--- src/rtl/game_pkg.sv ---
// Shared game-level encodings: the game state seen by the scheduler and pixel_gen,
// and the laser scheduler's phase encoding.
package game_pkg;

    localparam logic [1:0] GAME_PRESS_START = 2'd0;
    localparam logic [1:0] GAME_PLAYING     = 2'd1;
    localparam logic [1:0] GAME_OVER        = 2'd2;
    localparam logic [1:0] GAME_IDLE        = 2'd3;

    typedef enum logic [1:0] {
        S_IDLE,
        S_WARN,
        S_FIRE,
        S_COOL
    } sched_state_t;

endpackage

--- src/rtl/enemy_laser_scheduler_if.sv ---
// Signal bundle between the game core and the enemy laser scheduler.
// The game core is the master; the scheduler is the slave.
interface enemy_laser_scheduler_if #(
    parameter int unsigned N_ENEMY = 8
);

    logic               tick;
    logic [1:0]         state;
    logic [N_ENEMY-1:0] enemy_alive;
    logic [N_ENEMY-1:0] fire_req;
    logic [N_ENEMY-1:0] enemy_waring_enable;
    logic [N_ENEMY-1:0] enemy_laser_enable;
    logic               busy;

    modport master (
        output tick, state, enemy_alive, fire_req,
        input  enemy_waring_enable, enemy_laser_enable, busy
    );

    modport slave (
        input  tick, state, enemy_alive, fire_req,
        output enemy_waring_enable, enemy_laser_enable, busy
    );

endinterface

--- src/rtl/rr_arbiter.sv ---
// Combinational round-robin pick: first set request bit strictly after ptr,
// wrapping modulo N. Grant is zero when no request is set.
module rr_arbiter #(
    parameter int unsigned N     = 8,
    parameter int unsigned IDX_W = $clog2(N)
) (
    input  logic [N-1:0]     req,
    input  logic [IDX_W-1:0] ptr,
    output logic [N-1:0]     grant,
    output logic [IDX_W-1:0] grant_idx
);

    always_comb begin
        logic        found;
        int unsigned idx;
        found     = 1'b0;
        idx       = 0;
        grant     = '0;
        grant_idx = ptr;
        for (int unsigned k = 1; k <= N; k++) begin
            idx = (32'(ptr) + k) % N;
            if (!found && req[IDX_W'(idx)]) begin
                found                 = 1'b1;
                grant[IDX_W'(idx)]    = 1'b1;
                grant_idx             = IDX_W'(idx);
            end
        end
    end

endmodule

--- src/rtl/enemy_laser_scheduler.sv ---
// Shares the single enemy-laser sprite among the enemy columns: round-robin grant,
// then warning, firing and cooldown phases counted in game ticks.
module enemy_laser_scheduler
    import game_pkg::*;
#(
    parameter int unsigned N_ENEMY    = 8,
    parameter int unsigned WARN_TICKS = 16,
    parameter int unsigned FIRE_TICKS = 32,
    parameter int unsigned COOL_TICKS = 8,
    parameter int unsigned CNT_W      = 6
) (
    input  logic                    clk,
    input  logic                    reset_n,
    enemy_laser_scheduler_if.slave  bus
);

    localparam int unsigned IDX_W = $clog2(N_ENEMY);

    sched_state_t       fsm_q, fsm_d;
    logic [CNT_W-1:0]   cnt_q, cnt_d;
    logic [IDX_W-1:0]   ptr_q, ptr_d;
    logic [N_ENEMY-1:0] grant_q, grant_d;
    logic [N_ENEMY-1:0] cand;
    logic [N_ENEMY-1:0] arb_grant;
    logic [IDX_W-1:0]   arb_idx;
    logic               granted_lost;

    always_comb begin
        cand = bus.fire_req & bus.enemy_alive;
    end

    rr_arbiter #(
        .N     (N_ENEMY),
        .IDX_W (IDX_W)
    ) u_arb (
        .req       (cand),
        .ptr       (ptr_q),
        .grant     (arb_grant),
        .grant_idx (arb_idx)
    );

    always_ff @(posedge clk or negedge reset_n) begin
        if (!reset_n) begin
            fsm_q   <= S_IDLE;
            cnt_q   <= '0;
            ptr_q   <= IDX_W'(N_ENEMY - 1);
            grant_q <= '0;
        end else begin
            fsm_q   <= fsm_d;
            cnt_q   <= cnt_d;
            ptr_q   <= ptr_d;
            grant_q <= grant_d;
        end
    end

    // Game state outranks the phase machine; within a phase, losing the granted
    // enemy outranks the tick countdown.
    always_comb begin
        fsm_d        = fsm_q;
        cnt_d        = cnt_q;
        ptr_d        = ptr_q;
        grant_d      = grant_q;
        granted_lost = (grant_q & bus.enemy_alive) == '0;
        case (bus.state)
            GAME_OVER: begin
            end
            GAME_PLAYING: begin
                case (fsm_q)
                    S_IDLE: begin
                        if (cand != '0) begin
                            grant_d = arb_grant;
                            ptr_d   = arb_idx;
                            cnt_d   = CNT_W'(WARN_TICKS);
                            fsm_d   = S_WARN;
                        end
                    end
                    S_WARN, S_FIRE: begin
                        if (granted_lost) begin
                            cnt_d = CNT_W'(COOL_TICKS);
                            fsm_d = S_COOL;
                        end else if (bus.tick) begin
                            if (cnt_q == CNT_W'(1)) begin
                                if (fsm_q == S_WARN) begin
                                    cnt_d = CNT_W'(FIRE_TICKS);
                                    fsm_d = S_FIRE;
                                end else begin
                                    cnt_d = CNT_W'(COOL_TICKS);
                                    fsm_d = S_COOL;
                                end
                            end else begin
                                cnt_d = cnt_q - CNT_W'(1);
                            end
                        end
                    end
                    S_COOL: begin
                        if (bus.tick) begin
                            if (cnt_q == CNT_W'(1)) begin
                                cnt_d = '0;
                                fsm_d = S_IDLE;
                            end else begin
                                cnt_d = cnt_q - CNT_W'(1);
                            end
                        end
                    end
                    default: begin
                        fsm_d = S_IDLE;
                    end
                endcase
            end
            default: begin
                fsm_d   = S_IDLE;
                cnt_d   = '0;
                grant_d = '0;
            end
        endcase
    end

    always_comb begin
        bus.enemy_waring_enable = '0;
        bus.enemy_laser_enable  = '0;
        bus.busy                = fsm_q != S_IDLE;
        case (fsm_q)
            S_WARN:  bus.enemy_waring_enable = grant_q;
            S_FIRE:  bus.enemy_laser_enable  = grant_q;
            default: begin
            end
        endcase
    end

endmodule
--- src/flat_wrapper.sv ---
// flat-port wrapper written by rule: the top's interface ports become plain ports
module enemy_laser_scheduler_flat import game_pkg::*;
#(
    parameter int unsigned N_ENEMY    = 8,
    parameter int unsigned WARN_TICKS = 16,
    parameter int unsigned FIRE_TICKS = 32,
    parameter int unsigned COOL_TICKS = 8,
    parameter int unsigned CNT_W      = 6
)
  (clk, reset_n, bus_tick, bus_state, bus_enemy_alive, bus_fire_req, bus_enemy_waring_enable, bus_enemy_laser_enable, bus_busy);
  enemy_laser_scheduler_if #(.N_ENEMY(N_ENEMY)) bus_i ();
  input  logic clk;
  input  logic reset_n;
  input wire logic [$bits(bus_i.tick)-1:0] bus_tick;
  input wire logic [$bits(bus_i.state)-1:0] bus_state;
  input wire logic [$bits(bus_i.enemy_alive)-1:0] bus_enemy_alive;
  input wire logic [$bits(bus_i.fire_req)-1:0] bus_fire_req;
  output wire logic [$bits(bus_i.enemy_waring_enable)-1:0] bus_enemy_waring_enable;
  output wire logic [$bits(bus_i.enemy_laser_enable)-1:0] bus_enemy_laser_enable;
  output wire logic [$bits(bus_i.busy)-1:0] bus_busy;
  assign bus_i.tick = bus_tick;
  assign bus_i.state = bus_state;
  assign bus_i.enemy_alive = bus_enemy_alive;
  assign bus_i.fire_req = bus_fire_req;
  assign bus_enemy_waring_enable = bus_i.enemy_waring_enable;
  assign bus_enemy_laser_enable = bus_i.enemy_laser_enable;
  assign bus_busy = bus_i.busy;
  enemy_laser_scheduler #(.N_ENEMY(N_ENEMY), .WARN_TICKS(WARN_TICKS), .FIRE_TICKS(FIRE_TICKS), .COOL_TICKS(COOL_TICKS), .CNT_W(CNT_W)) u_core (.clk(clk), .reset_n(reset_n), .bus(bus_i));
endmodule
--- config.mk ---
export PLATFORM = sky130hd
export DESIGN_NAME = enemy_laser_scheduler_flat
export DESIGN_NICKNAME = d
export VERILOG_FILES = /design/src/rtl/game_pkg.sv /design/src/rtl/enemy_laser_scheduler_if.sv /design/src/rtl/rr_arbiter.sv /design/src/rtl/enemy_laser_scheduler.sv /design/src/flat_wrapper.sv
export SDC_FILE = /design/constraint.sdc
export NUM_CORES = 1
export LEC_CHECK = 0
export ABC_AREA = 0
export BUFFER_PORTS_ARGS = -buffer_cell sky130_fd_sc_hd__buf_2
export CAP_MARGIN = 25
export CORE_MARGIN = 8
export CORE_UTILIZATION = 23
export DETAILED_ROUTE_END_ITERATION = 16
export GPL_TIMING_DRIVEN = 0
export HOLD_SLACK_MARGIN = 0.03
export PLACE_DENSITY = 0.48
export SETUP_SLACK_MARGIN = 0.4
export SLEW_MARGIN = 0
export SYNTH_ARGS = -nofsm -noshare
export SYNTH_HDL_FRONTEND = slang
export SYNTH_HIERARCHICAL = 1
export SYNTH_SLANG_ARGS = --single-unit
--- constraint.sdc ---
create_clock -name clk -period 4.8 [get_ports clk]
set_input_delay 1.2 -clock clk [delete_from_list [all_inputs] [get_ports clk]]
set_output_delay 1.2 -clock clk [all_outputs]
set_load 0.05 [all_outputs]
==> metrics.cfg <==
[yosys]
ys_async_sr_fraction_pct = 100
synth_xor_area_share_pct = 1.72
synth_area_leaders = dfrtp_1 16%, mux4_2 11%, mux2i_1 6.3%
synth_area_um2 = 2550
ys.warnings.count = 6
synth_simple_gate_area_share_pct = 22.4
synth.distinct_cells = 69
ys_seq_area_share_pct = 18.8
ys_ff_latch = 19
synth_fp_nets = 321
postSynthCellCount = 288
synth.mux.area_fraction_pct = 24.0
synth-compound-area-share_pct = 20.1
avgSynthCellArea_um2 = 8.85
synth_top_family_by_area = multiplexers
synth-main-ff-cell = dfrtp_1
synth-edff-count = 0
synth.top_cell.area_share_pct = 15.7
yosysMostFrequentCell = nand2_1
synth_commonest_cells = 41 x nand2_1, 32 x inv_1, 16 x and2_1, 16 x dfrtp_1, 16 x mux2i_1
synthAdderAreaFrac_pct = 5.89
yosys.area.top_type = dfrtp_1

[drt]
postRouteAntennaNets = 0
viasPerCell = 5.00
dr_total_vias = 2344
drt-pass1-iter-count = 5
wl_per_cell_um = 16.0
wirelength_um = 7500
drc = 0
drt_iter0_markers = 54

[die]
die_h_um = 121
row_count = 38
die_area_um2 = 14700
start_util_pct = 23.5
fp.dieW_um = 121
io_pins = 38
core_area_um2 = 10800

[critical_path]
crit_path_max_incr_delay_ps = 560
cp_data_required_time_ps = 4970
worstPathArrival_ps = 4250
startpoint_type = flip-flop
path_cells = clkbuf_1 > inv_1 > ha_1 > clkbuf_1 > mux4_2 > mux2_2 > nor4_4 > and4_4 > a221o_1 > mux2_2 > nand2_1 > mux2i_1
crit_type = flip-flop to flip-flop
cp_max_fo = 10
endpoint_kind = flip-flop
crit_path_top_delay_cell = dfstp_2

[cells_and_area]
finalNonFillerCells = 469
synthToLayoutAreaGrowth_pct = 16.2
drive_above_1_share_pct = 27.7
antenna_cells = 0
fin_nets = 363
ff_latch_area_um2 = 479
fin_util_pct = 27.3
multi_input_area_um2 = 1900
nFillCells = 1180

[timing]
final.setup.tns_ps = 0
worst_pin_slew_ps = 581
hold_viol_final = 0
relSlewSlack_pct = 61.1
slew_viol_final = 0
max_freq_mhz = 245
skew_ps = 9.76
setup_violations = 0
finalCritPeriodShare_pct = 84.9
rsz0062_at_grt = false
fin_crit_ps = 4080

[cts]
hold_buffers = 0
clk_latency_ps = 260
cts_root_buffer = clkbuf_8
cts.sinks = 19
cts.repair.resized = 0
cts_buffers = 3
cts_max_level = 1
cts.clk_slew.worst_paths_ps = 80
cts_tree = built
clockBufferDepth = 2
cts_setup_buffers = 0

[global_routing]
use_met2_pct = 17.0
grt_pass1_vias = 2492
busiest_layer = met2
gr-usage-met3_pct = 1.21
grt_overflow_total = 0
grt_util_met1_pct = 14.5
antenna_found_initial = 0
grt_max_degree = 20
grt_pass1_wl_um = 12700
grt_util_all_layers_pct = 10.5

[power_and_ir_drop]
p_per_area_nw_per_um2 = 622
peakVddDrop_v = 0.000196
p_leak_nw = 1.32
totalPowerFinal_mw = 1.84

[placement]
portBuffers = 37
hpwlAfterDp_um = 6040
gp_congestion = 0.878
place_inst = 465

[job]
cap_violations = 0

[status]
status = finished, final reports clean

[hold_path]
hp-class = flip-flop to flip-flop

==> worst paths after layout <==
kind	startpoint	to	slack, ps	cells past startpoint
max	u_core/ptr_q[2]	u_core/grant_q[7]	720	12
min	u_core/grant_q[3]	u_core/grant_q[3]	570	2
max reg2reg	u_core/ptr_q[2]	u_core/grant_q[7]	720	12
min reg2reg	u_core/grant_q[3]	u_core/grant_q[3]	570	2
max in group asynchronous	reset_n	u_core/ptr_q[0]	3550	1
min in group asynchronous	reset_n	u_core/cnt_q[4]	890	1
==> logic make-up after synthesis <==
family	after synthesis
mux	43
compound gates	63
fa+ha+maj	12
buf+inv	43
flops	19
xor+xnor	5
simple gates	103
==> placed cells by master (no fill, tap or decap), types with 3 or more instances in the layout <==
master,Yosys,final
nand3_1,6,6
nand4_1,3,3
ha_1,12,12
o21ai_0,12,12
a221o_1,3,3
mux2i_1,16,16
dfstp_2,3,3
buf_2,2,39
inv_1,32,32
mux2_2,12,12
nand2_1,41,41
nor2b_1,3,3
a22o_1,4,4
mux2_4,3,3
clkbuf_8,0,3
mux4_2,12,12
xnor2_1,3,3
nor2_1,4,4
a21oi_1,8,8
dfrtp_1,16,16
and2_1,16,16
a22oi_1,4,4
nor3_1,5,5
clkbuf_1,6,7
==> state kept, by name (all words and copies together) (netlist names) <==
name / count
u_core/fsm_q: 2
u_core/grant_q: 8
u_core/cnt_q: 6
u_core/ptr_q: 3
==> routing by layer <==
metal / vias to the layer above / share of wire, %
met3: 6 / 2.9
met5: - / 0
li1: 1145 / -
met1: 1145 / 50
met2: 48 / 47
met4: 0 / 0.93
==> worst max-delay path, delay by kind of cell, from the launching register on <==
kind	cells	cell delay, ps
mux	4	1030
buf+inv	3	950
fa+ha+maj	1	330
flops	1	560
compound gates	1	180
simple gates	3	920
==> power by group <==
group / internal [mW] / switching [mW]
sequential: 0.207 / 0.0492
combinational: 0.625 / 0.844
clock: 0.0591 / 0.0558
total: 0.891 / 0.949
==> area by class of cell <==
class / instances / share of cell area, %
inverters: 33 / 4.19
flip-flops and latches: 19 / 16.2
plain buffers: 10 / 1.86
well taps: 140 / 5.92
multi-input cells: 226 / 64.1
repair buffers: 37 / 6.26
clock buffers: 4 / 1.52
==> through the flow <==
stage	setup WS, ps	cell area, um2	hold WS [ps]
2_1_floorplan	1380	2550	515
3_3_place_gp	823	2910	554
3_5_place_dp	778	2910	562
4_1_cts	721	2950	574
5_1_grt	412	2960	605
6_report	725	2960	568
No activity file was read; power rests on OpenSTA's default activity.
